`config.mk`:
```
export PLATFORM = sky130hd
export DESIGN_NAME = du_issue_scheduler_flat
export DESIGN_NICKNAME = d
export VERILOG_FILES = /design/src/rtl/du_pkg.sv /design/src/rtl/du_issue_scheduler_if.sv /design/src/rtl/du_scoreboard.sv /design/src/rtl/du_issue_scheduler.sv /design/src/flat_wrapper.sv
export SDC_FILE = /design/constraint.sdc
export NUM_CORES = 1
export LEC_CHECK = 0
export ABC_AREA = 1
export CAP_MARGIN = 20
export CORE_MARGIN = 3
export CORE_UTILIZATION = 30
export DETAILED_ROUTE_END_ITERATION = 8
export GPL_TIMING_DRIVEN = 1
export PLACE_DENSITY = 0.45
export SYNTH_ARGS = -nofsm -noshare
export SYNTH_HDL_FRONTEND = slang
export SYNTH_HIERARCHICAL = 1
export SYNTH_SLANG_ARGS = --single-unit
```
`constraint.sdc`:
```
create_clock -name clk -period 4.07 [get_ports clk]
set_input_delay 0.6105 -clock clk [delete_from_list [all_inputs] [get_ports clk]]
set_output_delay 0.6105 -clock clk [all_outputs]
set_load 0.02 [all_outputs]
```
`src/rtl/du_pkg.sv`:
```
// Shared definitions for the decode-unit issue scheduler: register file
// geometry, default pipeline-ID width and the issue FSM state encoding.
package du_pkg;

  localparam int REG_NUM   = 32;
  localparam int REG_AW    = 5;
  localparam int PID_W_DEF = 2;

  // Raw encodings kept as plain constants so older code can compare against them.
  localparam logic [1:0] ST_RUN    = 2'd0;
  localparam logic [1:0] ST_DRAIN  = 2'd1;
  localparam logic [1:0] ST_SERIAL = 2'd2;

  typedef enum logic [1:0] {
    RUN    = ST_RUN,
    DRAIN  = ST_DRAIN,
    SERIAL = ST_SERIAL
  } du_state_e;

endpackage

```
`src/rtl/du_issue_scheduler_if.sv`:
```
// Decode-pair / way-register handshake bundle between the decoder, the issue
// scheduler and the two decode->execute stage registers.
interface du_issue_scheduler_if
  import du_pkg::*;
#(
  parameter int PID_W = PID_W_DEF
);
  logic              dec0_valid;
  logic [REG_AW-1:0] dec0_rs1;
  logic [REG_AW-1:0] dec0_rs2;
  logic [REG_AW-1:0] dec0_rd;
  logic              dec0_rdwe;
  logic              dec0_mem;
  logic              dec0_serial;
  logic              dec1_valid;
  logic [REG_AW-1:0] dec1_rs1;
  logic [REG_AW-1:0] dec1_rs2;
  logic [REG_AW-1:0] dec1_rd;
  logic              dec1_rdwe;
  logic              dec1_mem;
  logic              dec1_serial;
  logic              way0_ready;
  logic              way1_ready;
  logic              way0_valid;
  logic              way1_valid;
  logic [PID_W-1:0]  way0_pid;
  logic [PID_W-1:0]  way1_pid;
  logic [1:0]        accept;

  // Decoder and stage-register side.
  modport master (
    output dec0_valid, dec0_rs1, dec0_rs2, dec0_rd, dec0_rdwe, dec0_mem, dec0_serial,
    output dec1_valid, dec1_rs1, dec1_rs2, dec1_rd, dec1_rdwe, dec1_mem, dec1_serial,
    output way0_ready, way1_ready,
    input  way0_valid, way1_valid, way0_pid, way1_pid, accept
  );

  // Scheduler side.
  modport slave (
    input  dec0_valid, dec0_rs1, dec0_rs2, dec0_rd, dec0_rdwe, dec0_mem, dec0_serial,
    input  dec1_valid, dec1_rs1, dec1_rs2, dec1_rd, dec1_rdwe, dec1_mem, dec1_serial,
    input  way0_ready, way1_ready,
    output way0_valid, way1_valid, way0_pid, way1_pid, accept
  );
endinterface

```
`src/rtl/du_scoreboard.sv`:
```
// 32-entry register busy scoreboard. Two set ports (issue), two clear ports
// (writeback), six combinational lookups that already see this cycle's clears.
// x0 is never busy; a set wins over a same-cycle clear of the same register.
module du_scoreboard
  import du_pkg::*;
(
  input  logic                        clk,
  input  logic                        reset_n,
  input  logic                        flush,
  input  logic [1:0]                  set_en,
  input  logic [1:0][REG_AW-1:0]      set_addr,
  input  logic [1:0]                  clr_en,
  input  logic [1:0][REG_AW-1:0]      clr_addr,
  input  logic [5:0][REG_AW-1:0]      look_addr,
  output logic [5:0]                  look_busy
);

  logic [REG_NUM-1:0] busy_reg;
  logic [REG_NUM-1:0] busy_next;
  logic [REG_NUM-1:0] set_mask;
  logic [REG_NUM-1:0] clr_mask;
  logic [REG_NUM-1:0] busy_eff;

  genvar gi;
  generate
    for (gi = 0; gi < REG_NUM; gi++) begin : g_mask
      assign set_mask[gi] = (set_en[0] && set_addr[0] == REG_AW'(gi)) ||
                            (set_en[1] && set_addr[1] == REG_AW'(gi));
      assign clr_mask[gi] = (clr_en[0] && clr_addr[0] == REG_AW'(gi)) ||
                            (clr_en[1] && clr_addr[1] == REG_AW'(gi));
    end
    for (gi = 0; gi < 6; gi++) begin : g_look
      assign look_busy[gi] = busy_eff[look_addr[gi]];
    end
  endgenerate

  assign busy_eff = busy_reg & ~clr_mask;

  // Next busy vector: flush wipes everything, otherwise clears then sets; bit 0 pinned low.
  always_comb begin
    busy_next = '0;
    if (!flush) begin
      busy_next = {busy_eff[REG_NUM-1:1] | set_mask[REG_NUM-1:1], 1'b0};
    end
  end

  // Busy vector register.
  always_ff @(posedge clk or negedge reset_n) begin
    if (!reset_n) begin
      busy_reg <= '0;
    end else begin
      busy_reg <= busy_next;
    end
  end

endmodule

```
`src/rtl/du_issue_scheduler.sv`:
```
// Dual-issue scheduler ahead of the way0/way1 decode->execute registers.
// Picks 0..2 instructions per cycle subject to register hazards, the in-flight
// limit, single-LSU and serialising rules, and stamps rolling pIDs.
// Optional: define DU_ISSUE_PERF_EN to add saturating stall/dual-issue counters.
module du_issue_scheduler
  import du_pkg::*;
#(
  parameter int PID_W        = PID_W_DEF,
  parameter int MAX_INFLIGHT = 4
)(
  input  logic              clk,
  input  logic              reset_n,
  input  logic              flush_i,
  du_issue_scheduler_if.slave dif,
  input  logic              wb0_en_i,
  input  logic [REG_AW-1:0] wb0_addr_i,
  input  logic              wb1_en_i,
  input  logic [REG_AW-1:0] wb1_addr_i,
  input  logic [1:0]        retire_cnt_i,
  output logic [2:0]        inflight_o
`ifdef DU_ISSUE_PERF_EN
  ,
  output logic [31:0]       stall_cnt_o,
  output logic [31:0]       dual_cnt_o
`endif
);

  localparam logic [3:0] MAX_IF = 4'(MAX_INFLIGHT);

  logic [1:0]       state_reg, state_next;
  logic [2:0]       inflight_reg, inflight_next;
  logic [PID_W-1:0] pid_ctr_reg;
  logic [5:0]       look_busy;
  logic             haz0, haz1, dep1, cap0, cap1, base0;
  logic             issue0, issue1;
  logic [1:0]       issue_cnt;

  du_scoreboard u_sb (
    .clk       (clk),
    .reset_n   (reset_n),
    .flush     (flush_i),
    .set_en    ({issue1 & dif.dec1_rdwe, issue0 & dif.dec0_rdwe}),
    .set_addr  ({dif.dec1_rd, dif.dec0_rd}),
    .clr_en    ({wb1_en_i, wb0_en_i}),
    .clr_addr  ({wb1_addr_i, wb0_addr_i}),
    .look_addr ({dif.dec1_rd, dif.dec1_rs2, dif.dec1_rs1,
                 dif.dec0_rd, dif.dec0_rs2, dif.dec0_rs1}),
    .look_busy (look_busy)
  );

  assign haz0 = look_busy[0] | look_busy[1] | (dif.dec0_rdwe & look_busy[2]);
  assign haz1 = look_busy[3] | look_busy[4] | (dif.dec1_rdwe & look_busy[5]);
  assign cap0 = ({1'b0, inflight_reg} + 4'd1) <= MAX_IF;
  assign cap1 = ({1'b0, inflight_reg} + 4'd2) <= MAX_IF;
  // Intra-pair dependency on slot0's destination (RAW on rs1/rs2, WAW on rd).
  assign dep1 = dif.dec0_rdwe && (dif.dec0_rd != '0) &&
                ((dif.dec1_rs1 == dif.dec0_rd) || (dif.dec1_rs2 == dif.dec0_rd) ||
                 (dif.dec1_rd == dif.dec0_rd));
  assign base0 = !flush_i && dif.dec0_valid && dif.way0_ready && !haz0 && cap0;

  // Issue FSM: serialising slot0 waits for an empty pipe, runs alone, then drains again.
  always_comb begin
    issue0     = 1'b0;
    state_next = state_reg;
    case (state_reg)
      ST_RUN: begin
        if (dif.dec0_valid && dif.dec0_serial) begin
          if (inflight_reg == 3'd0) begin
            issue0 = base0;
            if (base0) state_next = ST_SERIAL;
          end else begin
            state_next = ST_DRAIN;
          end
        end else begin
          issue0 = base0;
        end
      end
      ST_DRAIN: begin
        if (inflight_reg == 3'd0 && base0) begin
          issue0     = 1'b1;
          state_next = ST_SERIAL;
        end
      end
      ST_SERIAL: begin
        if (inflight_reg == 3'd0) state_next = ST_RUN;
      end
      default: state_next = ST_RUN;
    endcase
    if (flush_i) state_next = ST_RUN;
  end

  assign issue1 = issue0 && (state_reg == ST_RUN) && !dif.dec0_serial && !dif.dec1_serial &&
                  dif.dec1_valid && dif.way1_ready && !haz1 && cap1 && !dep1 &&
                  !(dif.dec0_mem && dif.dec1_mem);

  assign issue_cnt      = {1'b0, issue0} + {1'b0, issue1};
  assign dif.accept     = issue_cnt;
  assign dif.way0_valid = issue0;
  assign dif.way1_valid = issue1;
  assign dif.way0_pid   = pid_ctr_reg;
  assign dif.way1_pid   = pid_ctr_reg + PID_W'(1);
  assign inflight_o     = inflight_reg;

  assign inflight_next = flush_i ? 3'd0 : inflight_reg + 3'(issue_cnt) - 3'(retire_cnt_i);

  // State, in-flight count and rolling pID; pID keeps counting across flushes.
  always_ff @(posedge clk or negedge reset_n) begin
    if (!reset_n) begin
      state_reg    <= ST_RUN;
      inflight_reg <= 3'd0;
      pid_ctr_reg  <= '0;
    end else begin
      state_reg    <= state_next;
      inflight_reg <= inflight_next;
      pid_ctr_reg  <= pid_ctr_reg + PID_W'(issue_cnt);
    end
  end

  a_retire_le_inflight: assert property (@(posedge clk) disable iff (!reset_n)
    flush_i || ({1'b0, retire_cnt_i} <= inflight_reg));

`ifdef DU_ISSUE_PERF_EN
  logic [31:0] stall_cnt_reg, dual_cnt_reg;

  // Saturating stall and dual-issue counters, cleared only by reset.
  always_ff @(posedge clk or negedge reset_n) begin
    if (!reset_n) begin
      stall_cnt_reg <= '0;
      dual_cnt_reg  <= '0;
    end else begin
      if (dif.dec0_valid && !flush_i && issue_cnt == 2'd0 && stall_cnt_reg != '1)
        stall_cnt_reg <= stall_cnt_reg + 32'd1;
      if (issue_cnt == 2'd2 && dual_cnt_reg != '1)
        dual_cnt_reg <= dual_cnt_reg + 32'd1;
    end
  end

  assign stall_cnt_o = stall_cnt_reg;
  assign dual_cnt_o  = dual_cnt_reg;
`endif

endmodule

```
`src/flat_wrapper.sv`:
```
// flat-port wrapper written by rule: the top's interface ports become plain ports
module du_issue_scheduler_flat import du_pkg::*;
#(
  parameter int PID_W        = PID_W_DEF,
  parameter int MAX_INFLIGHT = 4
)
  (clk, reset_n, flush_i, wb0_en_i, wb0_addr_i, wb1_en_i, wb1_addr_i, retire_cnt_i, inflight_o, dif_dec0_valid, dif_dec0_rs1, dif_dec0_rs2, dif_dec0_rd, dif_dec0_rdwe, dif_dec0_mem, dif_dec0_serial, dif_dec1_valid, dif_dec1_rs1, dif_dec1_rs2, dif_dec1_rd, dif_dec1_rdwe, dif_dec1_mem, dif_dec1_serial, dif_way0_ready, dif_way1_ready, dif_way0_valid, dif_way1_valid, dif_way0_pid, dif_way1_pid, dif_accept);
  du_issue_scheduler_if #(.PID_W(PID_W)) dif_i ();
  input  logic clk;
  input  logic reset_n;
  input  logic flush_i;
  input  logic wb0_en_i;
  input  logic [REG_AW-1:0] wb0_addr_i;
  input  logic wb1_en_i;
  input  logic [REG_AW-1:0] wb1_addr_i;
  input  logic [1:0] retire_cnt_i;
  output logic [2:0] inflight_o;
  input wire logic [$bits(dif_i.dec0_valid)-1:0] dif_dec0_valid;
  input wire logic [$bits(dif_i.dec0_rs1)-1:0] dif_dec0_rs1;
  input wire logic [$bits(dif_i.dec0_rs2)-1:0] dif_dec0_rs2;
  input wire logic [$bits(dif_i.dec0_rd)-1:0] dif_dec0_rd;
  input wire logic [$bits(dif_i.dec0_rdwe)-1:0] dif_dec0_rdwe;
  input wire logic [$bits(dif_i.dec0_mem)-1:0] dif_dec0_mem;
  input wire logic [$bits(dif_i.dec0_serial)-1:0] dif_dec0_serial;
  input wire logic [$bits(dif_i.dec1_valid)-1:0] dif_dec1_valid;
  input wire logic [$bits(dif_i.dec1_rs1)-1:0] dif_dec1_rs1;
  input wire logic [$bits(dif_i.dec1_rs2)-1:0] dif_dec1_rs2;
  input wire logic [$bits(dif_i.dec1_rd)-1:0] dif_dec1_rd;
  input wire logic [$bits(dif_i.dec1_rdwe)-1:0] dif_dec1_rdwe;
  input wire logic [$bits(dif_i.dec1_mem)-1:0] dif_dec1_mem;
  input wire logic [$bits(dif_i.dec1_serial)-1:0] dif_dec1_serial;
  input wire logic [$bits(dif_i.way0_ready)-1:0] dif_way0_ready;
  input wire logic [$bits(dif_i.way1_ready)-1:0] dif_way1_ready;
  output wire logic [$bits(dif_i.way0_valid)-1:0] dif_way0_valid;
  output wire logic [$bits(dif_i.way1_valid)-1:0] dif_way1_valid;
  output wire logic [$bits(dif_i.way0_pid)-1:0] dif_way0_pid;
  output wire logic [$bits(dif_i.way1_pid)-1:0] dif_way1_pid;
  output wire logic [$bits(dif_i.accept)-1:0] dif_accept;
  assign dif_i.dec0_valid = dif_dec0_valid;
  assign dif_i.dec0_rs1 = dif_dec0_rs1;
  assign dif_i.dec0_rs2 = dif_dec0_rs2;
  assign dif_i.dec0_rd = dif_dec0_rd;
  assign dif_i.dec0_rdwe = dif_dec0_rdwe;
  assign dif_i.dec0_mem = dif_dec0_mem;
  assign dif_i.dec0_serial = dif_dec0_serial;
  assign dif_i.dec1_valid = dif_dec1_valid;
  assign dif_i.dec1_rs1 = dif_dec1_rs1;
  assign dif_i.dec1_rs2 = dif_dec1_rs2;
  assign dif_i.dec1_rd = dif_dec1_rd;
  assign dif_i.dec1_rdwe = dif_dec1_rdwe;
  assign dif_i.dec1_mem = dif_dec1_mem;
  assign dif_i.dec1_serial = dif_dec1_serial;
  assign dif_i.way0_ready = dif_way0_ready;
  assign dif_i.way1_ready = dif_way1_ready;
  assign dif_way0_valid = dif_i.way0_valid;
  assign dif_way1_valid = dif_i.way1_valid;
  assign dif_way0_pid = dif_i.way0_pid;
  assign dif_way1_pid = dif_i.way1_pid;
  assign dif_accept = dif_i.accept;
  du_issue_scheduler #(.PID_W(PID_W), .MAX_INFLIGHT(MAX_INFLIGHT)) u_core (.clk(clk), .reset_n(reset_n), .flush_i(flush_i), .dif(dif_i), .wb0_en_i(wb0_en_i), .wb0_addr_i(wb0_addr_i), .wb1_en_i(wb1_en_i), .wb1_addr_i(wb1_addr_i), .retire_cnt_i(retire_cnt_i), .inflight_o(inflight_o));
endmodule
```
==> qor.txt <==
Initial antenna violation count -> 0
Final Hold Fails -> 0
Nets -> 1275
Worst-Skew Late Latency -> 0.28 ns
Synth cell count leaders -> nand2_1, nor2_1, inv_1
Cells after synthesis -> 996
Drt first pass iters -> 5
Die Y -> 140 um
Cell Pwr Density -> 207 nW/um2
Instance count on the critical path -> 28
Final Slew Violations -> 0
Detail Route Antenna Nets -> 0
Hold_buf cts -> 0
DIE AREA -> 19600 um2
Mapped Area -> 5380 um2
CTS root buffer -> clkbuf_16
Gpl congestion -> 1.02
Avg Inst Size Synth -> 5.40 um2
Hold crit path type -> input pin to asynchronous set/reset pin
Highest Clock Rate -> 258 MHz
RR Endpoint -> u_core/inflight_o[1]$_DFF_PN0_
Sequential-to-total area share from yosys stat -> 17.7%
# DRC -> 0
Top cell type's share of synthesized area -> 23.9%
Worst setup path endpoint -> u_core/inflight_o[1]$_DFF_PN0_
Die width -> 140 um
Buf/Inv on CP -> 6
Crit path max-delay family -> simple AND/OR/NAND/NOR gates
Most common cell in the netlist -> nand2_1
Crit-path max cell delay -> 0.53 ns
Crit path time final -> 3.88 ns
Clk pin slew, worst setup/hold paths -> 0.06 ns
Vias per cell -> 5.11
RSZ-0062 raised after global routing -> no
DRT iter0 DRCs -> 655
Maximum fanout along the worst path -> 8
EDFF count, synth -> 0
Largest net degree at the start of global routing -> 39
Deepest clock path buffer count -> 2
Flops & latches, synth -> 38
IO buf count -> 67
Slew headroom -> 40.5%
DP HPWL -> 20500 um
Static Leakage -> 4.00 nW
CP startpoint -> wb1_en_i
Cell variety after synth -> 30
VDD IR max -> 303 uV
CP arrival -> 4.04 ns
Design area -> 8340 um2
Gr usage total -> 26.4%
Reg2reg path depth -> 23
Crit-path most repeated cell -> nand2_1
Status -> complete, no violations
Site Rows -> 48
Antenna diodes -> 0
Max_cap viols -> 0
Worst Path Required -> 4.23 ns
Fraction of registers with async set/reset -> 100%
CP Class -> input pin to flip-flop
TritonCTS clock tree -> yes
Vias in the first global route -> 7002
Top FF cell, synth -> dfrtp_1
WL/cell -> 18.6 um
Slowest CP cell -> fa_2
Final setup violation count -> 0
Initial Utilization -> 30.9%
Core area -> 17400 um2
Synth Net Count -> 1059
Pwr Total -> 1.73 mW
FF-to-FF setup slack -> 0.71 ns
GRT overflow -> 0
Cell Area, Placed -> 7310 um2
Reg2Reg Launch Point -> u_core/u_sb/busy_reg[12]$_DFF_PN0_
Area growth syn-to-layout -> 55.1%
I/O pins -> 68
Core Util, Final -> 47.9%
Largest register FFs -> 31
Worst clock skew -> 0.00766 ns
Area leader, netlist -> nand2_1
Top area cells in the synthesized netlist -> nand2_1, dfrtp_1, nor2_1
Yosys warns -> 6
Critical Path End Type -> flip-flop
Num CTS Buffers -> 5
Crit start category -> input pin
Fillers -> 1849
First-pass GRT wire length -> 40300 um
# clock sinks -> 38
Via Count -> 7342
CTS H-Tree Depth -> 2
Worst-Margin Slew -> 0.892 ns
Share of layout cells above drive strength 1 -> 27.3%
WL final -> 26700 um
Period utilization -> 95.3%
==> where the power goes <==
| group | internal [mW] | switching [mW] |
|---|---|---|
| Sequential | 0.405 | 0.0473 |
| Combinational | 0.321 | 0.440 |
| Clock | 0.352 | 0.160 |
| Total | 1.08 | 0.648 |
==> cells in the final DEF (no fill, tap or decap), types with 2 or more instances in the layout <==
master and instances:
o21ai_0 2, clkinv_1 2, bufinv_16 2, nand2_4 5, o21ai_2 2, buf_4 143, nor2_4 14, buf_2 2
nand3_1 91, nand2_2 25, xor2_1 6, clkbuf_16 6, buf_12 11, nand2_1 317, dlymetal6s2s_1 5, nand3b_1 3
a21oi_1 32, clkbuf_2 11, nor2_2 18, nor2_1 141, dfrtp_1 38, inv_2 23, nand3_4 31, nand4_1 48
ha_1 3, inv_4 2, clkdlybuf4s50_1 45, o22ai_1 30, inv_1 109, nand3_2 17, xnor2_1 4, clkdlybuf4s15_1 2
buf_6 10
==> cell type report <==
class                      instances  area (um2)  area share (%)
clock buffer                       5         125            1.50
clock inverter                     3        68.8           0.825
timing repair buffer             233        2080            24.9
multi-input combinational        798        4320            51.8
inverter                         136         515            6.18
tap                              225         282            3.38
sequential                        38         951            11.4
==> logic make-up (layout without fill, tap and decap cells) <==
logic type                 count (synthesis)  after routing  share of synthesized area, %
and+or+nand+nor                          712            712                          59.8
buffers and inverters                    160            377                          11.7
AOI/OAI and AO/OA                         70             70                          7.54
DFF                                       38             38                          17.7
xor gates and xnor gates                  10             10                          1.63
adders and majority gates                  6              6                          1.68
==> metal layers <==
metal	vias to the layer above	track usage (%)	share of wire (%)
met2	290	42.2	44
li1	3647	-	-
met3	46	2.03	5.7
met4	0	8.31	3.6
met5	-	0	0
met1	3359	38.0	47
==> per-stage QoR <==
step	hold slack [ns]	setup slack, ns	TNS, ns	cells
6_report	0.447	0.191	0	1438
3_3_place_gp	0.574	-0.768	-16.04	1402
5_1_grt	0.514	0.00222	0	1438
4_1_cts	0.488	0.0236	0	1434
3_5_place_dp	0.580	-0.785	-15.77	1402
2_1_floorplan	0.315	0.128	0	996
==> timing repair <==
| action | 4_1_cts | 5_1_grt |
|---|---|---|
| buffers inserted | 23 | 4 |
| setup endpoints to repair | 37 | 34 |
| resized for setup | 113 | 72 |
| pin swaps | 33 | 20 |
| gates cloned | 1 | 1 |
==> worst min-delay path by stage <==
stage	start	end	slack, ns	cells past startpoint
2_1_floorplan	reset_n	u_core/dif.way0_pid[0]$_DFF_PN0_	0.31	0
3_3_place_gp	u_core/dif.way0_pid[0]$_DFF_PN0_	u_core/dif.way0_pid[0]$_DFF_PN0_	0.57	1
3_5_place_dp	u_core/dif.way0_pid[0]$_DFF_PN0_	u_core/dif.way0_pid[0]$_DFF_PN0_	0.58	1
4_1_cts	reset_n	u_core/dif.way0_pid[0]$_DFF_PN0_	0.49	1
5_1_grt	reset_n	u_core/u_sb/busy_reg[23]$_DFF_PN0_	0.51	1
6_report	reset_n	u_core/dif.way0_pid[0]$_DFF_PN0_	0.45	1
Power figures use the tool's default switching activity.
